<file path="src/rtl/ms_timer_sched.sv">
// ms_timer_sched: four countdown channels on a shared tick, expiries merged round-robin onto one valid/ready port
module ms_timer_sched #(
  parameter int TICK_DIV = 10000,
  parameter int DW = 12
) (
  input  logic          clk,
  input  logic          reset,
  input  logic [3:0]    start,
  input  logic [3:0]    cancel,
  input  logic [DW-1:0] dur,
  output logic          tick,
  output logic [3:0]    busy,
  output logic          evt_valid,
  output logic [1:0]    evt_id,
  input  logic          evt_ready,
  output logic [3:0]    overrun
);
  typedef enum logic {IDLE, RUN} ch_t;
  typedef enum logic {A_IDLE, A_HOLD} arb_t;
  logic [15:0]   cnt_q, cnt_d;
  logic          tick_q, tick_d;
  ch_t           st_q [4];
  ch_t           st_d [4];
  logic [DW-1:0] rem_q [4];
  logic [DW-1:0] rem_d [4];
  logic [3:0]    exp_s, pend_q, pend_d, ovr_q, ovr_d, clr;
  arb_t          arb_q, arb_d;
  logic [1:0]    last_q, last_d, id_q, id_d, pick;
  // prescaler wraps at TICK_DIV-1; the tick register fires the cycle after
  always_comb begin
    tick_d = cnt_q == 16'(TICK_DIV - 1);
    cnt_d  = tick_d ? '0 : cnt_q + 16'd1;
  end
  // channel next state: cancel beats start, start beats tick
  always_comb begin
    exp_s = '0;
    for (int i = 0; i < 4; i++) begin
      st_d[i]  = st_q[i];
      rem_d[i] = rem_q[i];
      busy[i]  = st_q[i] == RUN;
      if (cancel[i]) begin
        st_d[i] = IDLE;
      end else if (start[i]) begin
        st_d[i]  = dur != '0 ? RUN : IDLE;
        rem_d[i] = dur != '0 ? dur : rem_q[i];
        exp_s[i] = dur == '0;
      end else if (st_q[i] == RUN && tick_q) begin
        st_d[i]  = rem_q[i] == DW'(1) ? IDLE : RUN;
        rem_d[i] = rem_q[i] - DW'(1);
        exp_s[i] = rem_q[i] == DW'(1);
      end
    end
  end
  // round-robin search starting just after the last granted channel
  always_comb begin
    pick = last_q;
    for (int k = 4; k >= 1; k--)
      if (pend_q[last_q + 2'(k)]) pick = last_q + 2'(k);
  end
  // arbiter grant/handshake and the pending/overrun bookkeeping it drives
  always_comb begin
    arb_d  = arb_q;
    id_d   = id_q;
    last_d = last_q;
    clr    = '0;
    if (arb_q == A_IDLE && |pend_q) begin
      arb_d = A_HOLD;
      id_d  = pick;
    end else if (arb_q == A_HOLD && evt_ready) begin
      arb_d  = A_IDLE;
      last_d = id_q;
      clr    = 4'b0001 << id_q;
    end
    pend_d = (pend_q | exp_s) & ~clr;
    ovr_d  = (ovr_q & ~start) | (exp_s & pend_q);
  end
  // state registers, asynchronously cleared
  always_ff @(posedge clk or posedge reset) begin
    if (reset) begin
      cnt_q  <= '0;
      tick_q <= 1'b0;
      pend_q <= '0;
      ovr_q  <= '0;
      arb_q  <= A_IDLE;
      last_q <= 2'd3;
      id_q   <= '0;
      for (int i = 0; i < 4; i++) begin
        st_q[i]  <= IDLE;
        rem_q[i] <= '0;
      end
    end else begin
      cnt_q  <= cnt_d;
      tick_q <= tick_d;
      pend_q <= pend_d;
      ovr_q  <= ovr_d;
      arb_q  <= arb_d;
      last_q <= last_d;
      id_q   <= id_d;
      for (int i = 0; i < 4; i++) begin
        st_q[i]  <= st_d[i];
        rem_q[i] <= rem_d[i];
      end
    end
  end
  assign tick      = tick_q;
  assign evt_valid = arb_q == A_HOLD;
  assign evt_id    = id_q;
  assign overrun   = ovr_q;
endmodule
</file>
<file path="config.mk">
export PLATFORM = sky130hd
export DESIGN_NAME = ms_timer_sched
export DESIGN_NICKNAME = d
export VERILOG_FILES = /design/src/rtl/ms_timer_sched.sv
export SDC_FILE = /design/constraint.sdc
export NUM_CORES = 1
export LEC_CHECK = 0
export CAP_MARGIN = 20
export CORE_ASPECT_RATIO = 0.75
export CORE_UTILIZATION = 45
export DETAILED_ROUTE_END_ITERATION = 16
export GPL_TIMING_DRIVEN = 0
export PLACE_DENSITY = 0.69
export SKIP_LAST_GASP = 1
export SLEW_MARGIN = 20
export SYNTH_ARGS = -nofsm -noshare
export SYNTH_HDL_FRONTEND = slang
export SYNTH_SLANG_ARGS = --single-unit
</file>
<file path="constraint.sdc">
create_clock -name clk -period 3.2 [get_ports clk]
set_input_delay 0.96 -clock clk [delete_from_list [all_inputs] [get_ports clk]]
set_output_delay 0.96 -clock clk [all_outputs]
set_load 0.1 [all_outputs]
</file>
=== Word-level counts from Yosys, hierarchy flattened ===
Cells that the tools add are included.

* Add/subtract/negate cells: 8
* Multipliers: 0
* Div/mod/pow operators: 0
* Magnitude comparators: 3
* Equality and inequality tests: 9
* Shifts and indexed selects: 1
* Multiplexer cells: 52
* Bitwise logic cells: 13
* Reductions and logical operators: 23

{| class="wikitable"
|+ Operators with widths
! kind !! number
|-
| 2-to-1 mux 12 bit || 9
|-
| == test 12 x 1 -> 1 bit, second input constant || 4
|-
| subtractor 12 x 1 -> 12 bit, second input constant || 4
|-
| 2-to-1 mux 1 bit || 34
|-
| adder 16 x 1 -> 16 bit, second input constant || 1
|-
| == test 16 x 14 -> 1 bit, second input constant || 1
|-
| 2-to-1 mux 16 bit || 1
|-
| bitwise AND 4 bit || 3
|-
| zero test 12 bit || 1
|-
| AND reduction 3 bit || 4
|-
| nonzero test 12 bit || 1
|-
| nonzero test 3 bit || 4
|-
| nonzero test 2 bit || 5
|-
| < comparator 2 x 3 -> 1 bit, second input constant || 3
|-
| 2-to-1 mux 4 bit || 2
|-
| inequality test 2 x 1 -> 1 bit, second input constant || 4
|-
| inverter 4 bit || 2
|-
| bitwise OR 4 bit || 2
|-
| binary-select mux 1 bit (select 2 bit) || 3
|-
| logical AND 1 bit || 6
|-
| 2-to-1 mux 2 bit || 3
|-
| inverter 1 bit || 6
|-
| adder 2 bit, second input constant || 2
|-
| OR reduction 4 bit || 1
|-
| other kinds (3) || 3
|}

* Bits in registers: 82
* Bits in latches: 0
* Memory bits (writable): 0
* Memory bits (read-only): 0
* Input bits: 23
* Output and inout port bits: 12
* Logic and storage cells: 124
* Memories kept: 0

=== Longest topological paths before layout ===
Gate-level depths: netlist of run 1.

* Depth in word-level cells: 6
* Depth in mapped cells: 6
* Gate-level depth less buffers: 6

=== Worst setup path after synthesis of run 1 ===
OpenSTA, ideal clock, no wires.

* Path type: input-to-reg
* From: in dur[6]
* To: reg rem_q[38] (netlist name)
* Library setup time: 0.123 ns
* Data arrival time: 2.426 ns
* Data required time: 3.077 ns
* Slack: 0.651 ns
* Stages: 5
* Path buffers: 1
* Cells stage by stage: or4_1 -> buf_6 -> o31ai_4 -> a21oi_4 -> o221a_1

* Longest elaborated chain between the ends: 3

{| class="wikitable"
|+ RTL lines
! what !! line !! source
|-
| from (decl) || 10 || <nowiki>input logic [DW-1:0] dur,</nowiki>
|-
| nonzero test 12 bit || 45 || <nowiki>rem_d[i] = dur != '0 ? dur : rem_q[i];</nowiki>
|-
| inequality test 2 x 1 -> 1 bit (no source line) || -- ||
|-
| AND reduction 3 bit (no source line) || -- ||
|-
| to (signal, indexed assignment) || 101 || <nowiki>rem_q[i] <= rem_d[i];</nowiki>
|-
| to (decl) || 24 || <nowiki>logic [DW-1:0] rem_q [4];</nowiki>
|}

Every way passes these cells.
A chain may end at the register's enable or synchronous reset.

=== Worst setup path after layout of run 1 ===
* From: in dur[2]
* To: reg rem_q[30] (netlist name)

The elaborated chain is that of the path after synthesis.

==> metrics.yaml, run 1 <==
critical_path_class: "input port to register"
die_x_um: 124
status: "finished clean"
pre_cts_slack_ns: -0.295
finalMaxSlewViolations: 0
max-vdd-ir-drop_uv: 378
hpwlAfterDp_um: 10000
diodes: 0
clock.fmax_ghz: 0.329
synth_cell_type_count: 68
synth_nets: 584
critPathCaptureType: "register"
die_h_um: 93.3
htreeDepth: 3
final_cells: 741
start_util: 0.475
cts_tree: "yes"
drive_gt1_frac: 0.0777
clock-sinks: 82
first_iter_violations: 439
first_pass_iters: 6
place_area_um2: 5540
clk_path_buf_depth: 2
area_growth_pct: 17.9
dr_total_vias: 4795
antenna_found_initial: 0
critical_path_arrival_ns: 3.26
place.gp.congestion: 0.860
cts_buffers: 9
post-route-drc-count: 0
avgSynthCellArea_um2: 9.06
synth-seq-cells: 82
worstMarginPinSlew_ns: 0.992
wl_per_cell_um: 19.4
max_slew_margin: 0.337
clkSlewWorstSetupHoldPaths_ns: 0.06
cts_root_buf: "clkbuf_16"
hold_viol: 0
wirelength_um: 14400
grt_usage: 0.266
place_inst: 722
rsz0062_at_grt: "no"
core_area_um2: 10500
async_flop_share: 1.00
min_path_cells: 1
period_minus_slack_ns: 3.04
grt_pass1_wl_um: 23400
rows: 32
grt_overflow: 0
critPathRequiredTime_ns: 3.42
ys_warn_count: 0
hold_ws_ns: 0.451
yosysSeqAreaShare: 0.411
max_cap_violations: 0
clock_latency_ns: 0.35
synth-main-ff-cell: "dfrtp_1"
dieArea_um2: 11500
total_leakage_power_uw: 0.00232
routed_via_density: 6.47
first_global_vias: 4489
drtAntennaViolNets: 0
netlist_area_um2: 5000
pin_count: 35
setup_viol: 0
synth_edf_count: 0
worstPathMaxFanout: 10
portBuffers: 33
layout.nets: 632
period_share: 0.951
r2r_cells: 6
cp-start-kind: "input port"
skew_ns: 0.00611
hold_path_class: "register to register"
cts_hold_buf: 0
syn_inst: 552
fin_ws_ns: 0.156
finish.instance_area_um2: 5890
grt_max_degree: 43
powerDensity_nw_per_um2: 574
-- state kept, by name, summed over array words and instances (netlist names) --
signal / count
pend_q: 4
evt_valid: 1
last_q: 2
rem_q: 48
cnt_q: 16
overrun: 4
evt_id: 2
busy: 4
tick: 1
-- critical path: stages --
cell	delay, ns
clkdlybuf4s50_1	0.65
or4_1	0.59
clkbuf_1	0.22
o31ai_2	0.26
a21o_1	0.25
buf_4	0.22
o22ai_1	0.11
-- routing by layer --
layer  track usage  part of all wire  vias up
met1         0.403              0.48     2368
met4        0.0994             0.018        0
li1              -                 -     2205
met3        0.0598             0.077       22
met5             0                 0        -
met2         0.363              0.43      200
-- cell usage in the layout, fill, tap and decap left out, types with 7 or more instances in the layout --
cell and instances:
dfrtp_1 80, nor2_1 59, inv_1 34, clkdlybuf4s50_1 32, clkbuf_1 30, a21oi_1 27
nand2_1 24, o21ai_0 17, o211ai_1 17, nor3_1 16, o2bb2ai_1 16, nand3_1 15
a22oi_1 15, nand4_1 14, nor4_1 14, o22ai_1 10, ha_1 9, clkbuf_16 9
a221oi_1 8, a22o_1 7, o22a_1 7, and3_1 7, xor2_1 7
-- cell usage after synthesis, types with 9 or more instances --
| cell | count | area [µm²] |
|---|---|---|
| dfrtp_1 | 80 | 2000 |
| nor2_1 | 59 | 221 |
| inv_1 | 35 | 131 |
| clkbuf_1 | 29 | 109 |
| a21oi_1 | 27 | 135 |
| nand2_1 | 24 | 90.1 |
| nor4_1 | 19 | 119 |
| o211ai_1 | 17 | 128 |
| o21ai_0 | 17 | 85.1 |
| nor3_1 | 16 | 80.1 |
| o2bb2ai_1 | 16 | 140 |
| a22oi_1 | 15 | 113 |
| nand3_1 | 15 | 75.1 |
| nand4_1 | 14 | 87.6 |
| o22ai_1 | 10 | 62.6 |
| ha_1 | 9 | 113 |
-- area by class of cell --
cell class / instances / area [µm²]
tap: 136 / 170
buffer: 36 / 151
fill: 932 / 4640
timing repair buffer: 37 / 380
clock buffer: 12 / 256
multi-input combinational: 399 / 2700
sequential: 82 / 2050
inverter: 35 / 134
clock inverter: 4 / 50.0
-- final timing paths --
check	end	slack, ns	start
setup / recovery	rem_q[30]	0.16	dur[2]
hold / removal	cnt_q[0]	0.45	cnt_q[0]
setup reg to reg	rem_q[46]	0.89	rem_q[36]
hold reg to reg	cnt_q[0]	0.45	cnt_q[0]
max in group asynchronous	last_q[1]	1.54	reset
min in group asynchronous	cnt_q[11]	1.01	reset
-- where the power goes --
part	total (µW)	internal, µW	switching, µW
clock	1080	646	433
sequential	1400	1210	191
combinational	904	340	564
-- cell families (layout without fill, tap and decap cells) --
family / Yosys count / count (layout) / share of synthesized area
adders and majority gates: 9 / 9 / 0.0225
and+or+nand+nor: 198 / 198 / 0.210
buffers and inverters: 71 / 124 / 0.0566
AOI/OAI and AO/OA: 172 / 172 / 0.263
DFF: 82 / 82 / 0.411
xor gates and xnor gates: 13 / 13 / 0.0228
muxes: 7 / 7 / 0.0143
-- per-stage QoR --
step | TNS, ns | utilization | power (µW)
6_report | 0 | 0.560 | 3380
5_1_grt | 0 | 0.560 | 3560
4_1_cts | 0 | 0.555 | 3370
3_5_place_dp | -7.82 | 0.526 | 2290
3_3_place_gp | -111.83 | 0.522 | 2250
2_1_floorplan | 0 | - | 2010
-- what timing repair did --
| item | in CTS | in global routing |
|---|---|---|
| setup endpoints to repair | 0 | 17 |
| setup buffers | 0 | 2 |
| gates resized for setup | 0 | 5 |
Note: power is estimated with default switching activity, not from simulation.
==> run 2, diff against run 1 <==
- CELL_PAD_IN_SITES_DETAIL_PLACEMENT: not set -> 0
- CELL_PAD_IN_SITES_GLOBAL_PLACEMENT: not set -> 2
- CORE_UTILIZATION: 45 -> 34
- PLACE_DENSITY: 0.69 -> 0.8
==> run 2 against run 1 <==
Against the previous run:
- final cell count rose by 7.7%
- register-to-register slack worse by 0.03 ns
- sequential share of layout area is 0.42 points lower
- power fell by 0.29%
- routed wire length rose by 5.7%
- hold slack better by 0.0076 ns
- largest cell class unchanged
==> metrics.yaml, run 2 (same netlist as run 1, synthesis figures left out) <==
worstMarginPinSlew_ns: 0.974  # was 0.992 ns
top_layer: "met4"  # unchanged
final_core_util: 0.425  # was 0.560
fin_ws_ns: 0.0876  # was 0.156 ns
pin_count: 35  # unchanged
critical_path_class: "input port to register"  # unchanged
clock.fmax_ghz: 0.321  # was 0.329 GHz
hold_ws_ns: 0.459  # was 0.451 ns
drt-met1-wl_um: 7830  # was 6870 µm
grt_pass1_wl_um: 25100  # was 23400 µm
reg_top3: "rem_q (48), cnt_q (16)"  # unchanged
period_share: 0.973  # was 0.951
wl_met2_um: 6580  # was 6130 µm
max_slew_margin: 0.349  # was 0.337
largest_register: "rem_q"  # unchanged
hpwlAfterDp_um: 10600  # was 10000 µm
cts_tree: "yes"  # unchanged
largest_register_ffs: 48  # unchanged
final_cell_mix: "80 x dfrtp_1, 59 x nor2_1, 34 x inv_1"  # unchanged
first_pass_iters: 5  # was 6
place.gp.congestion: 0.825  # was 0.860
skew_ns: 0.00539  # was 0.00611 ns
wl_per_cell_um: 19.0  # was 19.4 µm
rows: 37  # was 32
final_cells: 798  # was 741
period_minus_slack_ns: 3.11  # was 3.04 ns
setup_viol: 0  # unchanged
routed_via_density: 5.76  # was 6.47
cts_root_buf: "clkbuf_16"  # unchanged
dr_total_vias: 4595  # was 4795
max-vdd-ir-drop_uv: 257  # was 378 µV
pre_cts_slack_ns: -0.344  # was -0.295 ns
diodes: 0  # unchanged
drtAntennaViolNets: 0  # unchanged
hold_path_class: "register to register"  # unchanged
area_growth_pct: 19.4  # was 17.9%
portBuffers: 33  # unchanged
met3_length_um: 608  # was 1100 µm
powerDensity_nw_per_um2: 565  # was 574 nW/µm²
critPathRequiredTime_ns: 3.43  # was 3.42 ns
layout.nets: 630  # was 632
grt_max_degree: 45  # was 43
max_cap_violations: 0  # unchanged
critPathCaptureType: "register"  # unchanged
die_x_um: 142  # was 124 µm
critPathSlowestCell: "clkdlybuf4s50_1"  # unchanged
cts_hold_buf: 0  # unchanged
max_stage_delay_ns: 0.66  # was 0.65 ns
clock_latency_ns: 0.35  # about the same
die_h_um: 107  # was 93.3 µm
cts_buffers: 9  # unchanged
place_inst: 781  # was 722
hold_viol: 0  # unchanged
core_area_um2: 14000  # was 10500 µm²
clkSlewWorstSetupHoldPaths_ns: 0.07  # was 0.06 ns
path_buf_inv: 3  # unchanged
start_util: 0.356  # was 0.475
total_power_uw: 3370  # was 3380 µW
dieArea_um2: 15200  # was 11500 µm²
critPathTopFamily: "buffers and inverters"  # unchanged
grt_usage: 0.215  # was 0.266
post-route-drc-count: 0  # unchanged
critical_path_arrival_ns: 3.35  # was 3.26 ns
finalMaxSlewViolations: 0  # unchanged
htreeDepth: 3  # unchanged
status: "finished clean"  # unchanged
cp-start-kind: "input port"  # unchanged
clk_path_buf_depth: 2  # unchanged
path_cells: "clkdlybuf4s50_1, or4_1, buf_2, o31ai_1, buf_4, a221oi_1, o22a_1"  # was clkdlybuf4s50_1, or4_1, clkbuf_1, o31ai_2, a21o_1, buf_4, o22ai_1
grt_overflow: 0  # unchanged
antenna_found_initial: 0  # unchanged
rsz0062_at_grt: "no"  # unchanged
worstPathMaxFanout: 10  # unchanged
wirelength_um: 15200  # was 14400 µm
clock-sinks: 82  # unchanged
final_common_cell: "dfrtp_1"  # unchanged
total_leakage_power_uw: 0.00231  # was 0.00232 µW
first_global_vias: 4522  # was 4489
drive_gt1_frac: 0.0763  # was 0.0777
first_iter_violations: 291  # was 439
[run 2: worst reg2reg max path: stages (launching register included)]
cell and delay (ns):
dfrtp_1 0.42, inv_1 0.10, ha_1 0.25, nor4b_1 0.80, nand3_1 0.21, a221oi_1 0.31
a2bb2oi_1 0.18
[run 2: per-stage QoR]
stage	area, µm²	setup TNS, ns
after floorplan	5000	0
after global placement	5570	-125.93
after detailed placement	5610	-9.02
after CTS	5910	0
after global routing	5970	0
final	5970	0
[run 2: layout make-up]
type	count	area [µm²]
Fill cell	1403	8060
Buffer	36	151
Clock buffer	9	225
Timing Repair Buffer	35	380
Tap cell	195	244
Clock inverter	7	78.8
Inverter	35	134
Sequential cell	82	2050
Multi-Input combinational cell	399	2700
[run 2: report_power, final]
part	leakage, µW	switching [µW]	internal, µW
Combinational	0.00114	561	339
Clock	0.000138	464	610
Sequential	0.00103	190	1210
[run 2: what timing repair did]
item                       4_1_cts  5_1_grt
setup endpoints to repair        0       16
hold endpoints to repair         0        0
buffers inserted                 0        1
gates resized for setup          0        4
[run 2: worst paths after layout]
kind	start	depth (start not counted)	to	slack (ns)
max reg2reg	rem_q[36]	6	rem_q[46]	0.86
min reg2reg	cnt_q[0]	1	cnt_q[0]	0.46
max in group asynchronous	reset	3	last_q[0]	1.51
min in group asynchronous	reset	2	cnt_q[9]	1.02
min	cnt_q[0]	1	cnt_q[0]	0.46
max	dur[10]	7	rem_q[35]	0.09
[run 2: routing by layer]
metal,vias to the layer above,GRT usage
li1,2208,-
met1,2282,0.321
met2,94,0.320
met3,11,0.0353
met4,0,0.0499
met5,-,0
==> run 3, diff against run 2 <==
- CORE_ASPECT_RATIO: 0.75 -> not set
==> run 3 against run 2 <==
Against the previous run:
- clock power about the same
- final cell count down 1.9%
- design area down 0.42%
- register-to-register slack worse by 0.11 ns
- routed wire length up 2.6%
- largest cell class unchanged
==> metrics.yaml, run 3 (same netlist as run 1, synthesis figures left out) <==
status: "finished clean"  # unchanged
hold_viol: 0  # unchanged
clkSlewWorstSetupHoldPaths_ns: 0.07  # about the same
die_x_um: 123  # was 142 µm
largest_register_ffs: 48  # unchanged
final_cells: 783  # was 798
met3_length_um: 654  # was 608 µm
largest_register: "rem_q"  # unchanged
grt_usage: 0.218  # was 0.215
drive_gt1_frac: 0.0730  # was 0.0763
grt_overflow: 0  # unchanged
critical_path_arrival_ns: 3.31  # was 3.35 ns
setup_viol: 0  # unchanged
cts_hold_buf: 0  # unchanged
first_iter_violations: 270  # was 291
hpwlAfterDp_um: 10600  # about the same
clock_latency_ns: 0.35  # about the same
cts_root_buf: "clkbuf_16"  # unchanged
finish.instance_area_um2: 5940  # was 5970 µm²
cp-start-kind: "input port"  # unchanged
reg_top3: "rem_q (48), cnt_q (16)"  # unchanged
clock-sinks: 82  # unchanged
post-route-drc-count: 0  # unchanged
critical_path_class: "input port to register"  # unchanged
total_leakage_power_uw: 0.00233  # was 0.00231 µW
clock.fmax_ghz: 0.323  # was 0.321 GHz
powerDensity_nw_per_um2: 568  # was 565 nW/µm²
core_area_um2: 14100  # was 14000 µm²
routed_via_density: 5.94  # was 5.76
rows: 43  # was 37
layout.nets: 630  # unchanged
critPathCaptureType: "register"  # unchanged
period_share: 0.967  # was 0.973
cts_buffers: 9  # unchanged
area_growth_pct: 18.9  # was 19.4%
die_h_um: 123  # was 107 µm
cts_tree: "yes"  # unchanged
pin_count: 35  # unchanged
first_pass_iters: 5  # unchanged
top_layer: "met4"  # unchanged
hold_path_class: "register to register"  # unchanged
diodes: 0  # unchanged
wl_met2_um: 7460  # was 6580 µm
place.gp.congestion: 0.821  # was 0.825
drtAntennaViolNets: 0  # unchanged
skew_ns: 0.00575  # was 0.00539 ns
max-vdd-ir-drop_uv: 281  # was 257 µV
wl_per_cell_um: 19.9  # was 19.0 µm
rsz0062_at_grt: "no"  # unchanged
clk_path_buf_depth: 2  # unchanged
grt_max_degree: 50  # was 45
place_inst: 766  # was 781
dieArea_um2: 15200  # about the same
dr_total_vias: 4654  # was 4595
hold_ws_ns: 0.451  # was 0.459 ns
place_area_um2: 5590  # was 5610 µm²
portBuffers: 33  # unchanged
max_slew_margin: 0.281  # was 0.349
wirelength_um: 15600  # was 15200 µm
worstMarginPinSlew_ns: 1.06  # was 0.974 ns
max_cap_violations: 0  # unchanged
grt_pass1_wl_um: 25200  # was 25100 µm
drt-met1-wl_um: 7150  # was 7830 µm
start_util: 0.355  # was 0.356
period_minus_slack_ns: 3.09  # was 3.11 ns
worstPathMaxFanout: 10  # unchanged
finalMaxSlewViolations: 0  # unchanged
antenna_found_initial: 0  # unchanged
first_global_vias: 4580  # was 4522
final_core_util: 0.422  # was 0.425
htreeDepth: 3  # unchanged
critPathRequiredTime_ns: 3.42  # was 3.43 ns
final_cell_mix: "80 x dfrtp_1, 59 x nor2_1, 34 x inv_1"  # unchanged
final_common_cell: "dfrtp_1"  # unchanged
## run 3: cell count changes in the layout (fill, tap and decap cells not counted), sizes merged
cell,delta
inv,-1
clkdlybuf4s50,-2
dlymetal6s2s,+2
clkbuf,+1
## run 3: per-layer routing
metal  vias up  track usage
li1       2191            -
met1      2341        0.289
met2       104        0.355
met3        18       0.0434
met4         0       0.0723
met5         -            0
## run 3: what timing repair did
| action | in CTS | in global routing |
|---|---|---|
| resized for setup | 0 | 4 |
| endpoints found under the setup margin | 0 | 15 |
| buffers inserted | 0 | 1 |
## run 3: worst max-delay path, stage by stage
cell and delay [ns]:
clkdlybuf4s50_1 0.62, or4_1 0.57, clkbuf_1 0.21, o31ai_1 0.36, a21o_1 0.26, buf_4 0.21
o22ai_1 0.11
## run 3: worst paths after layout
kind / startpoint / depth (start not counted) / to / slack (ns)
min in group asynchronous: reset / 2 / pend_q[0] / 0.99
hold / removal: cnt_q[0] / 1 / cnt_q[0] / 0.45
hold reg to reg: cnt_q[0] / 1 / cnt_q[0] / 0.45
setup / recovery: dur[2] / 7 / rem_q[30] / 0.11
setup reg to reg: tick / 5 / rem_q[39] / 0.75
max in group asynchronous: reset / 3 / last_q[0] / 1.55
## run 3: stage by stage
step	TNS (ns)	worst slack [ns]	total power [µW]
2_1_floorplan	0	0.135	2010
5_1_grt	0	0.00414	3580
3_3_place_gp	-124.61	-1.46	2270
6_report	0	0.107	3380
3_5_place_dp	-8.06	-0.307	2290
4_1_cts	0	0.0609	3390
## run 3: power by group
part | leakage [µW] | internal, µW | total, µW | switching (µW)
combinational | 0.00116 | 338 | 898 | 560
clock | 0.000141 | 626 | 1080 | 454
sequential | 0.00103 | 1210 | 1400 | 191
## run 3: area by class of cell
type	count	area [µm²]
clock inverters	6	66.3
flip-flops and latches	82	2050
repair buffers	35	385
fillers	1414	8150
inverters	35	134
well taps	180	225
plain buffers	36	151
clock buffers	10	239
multi-input cells	399	2690
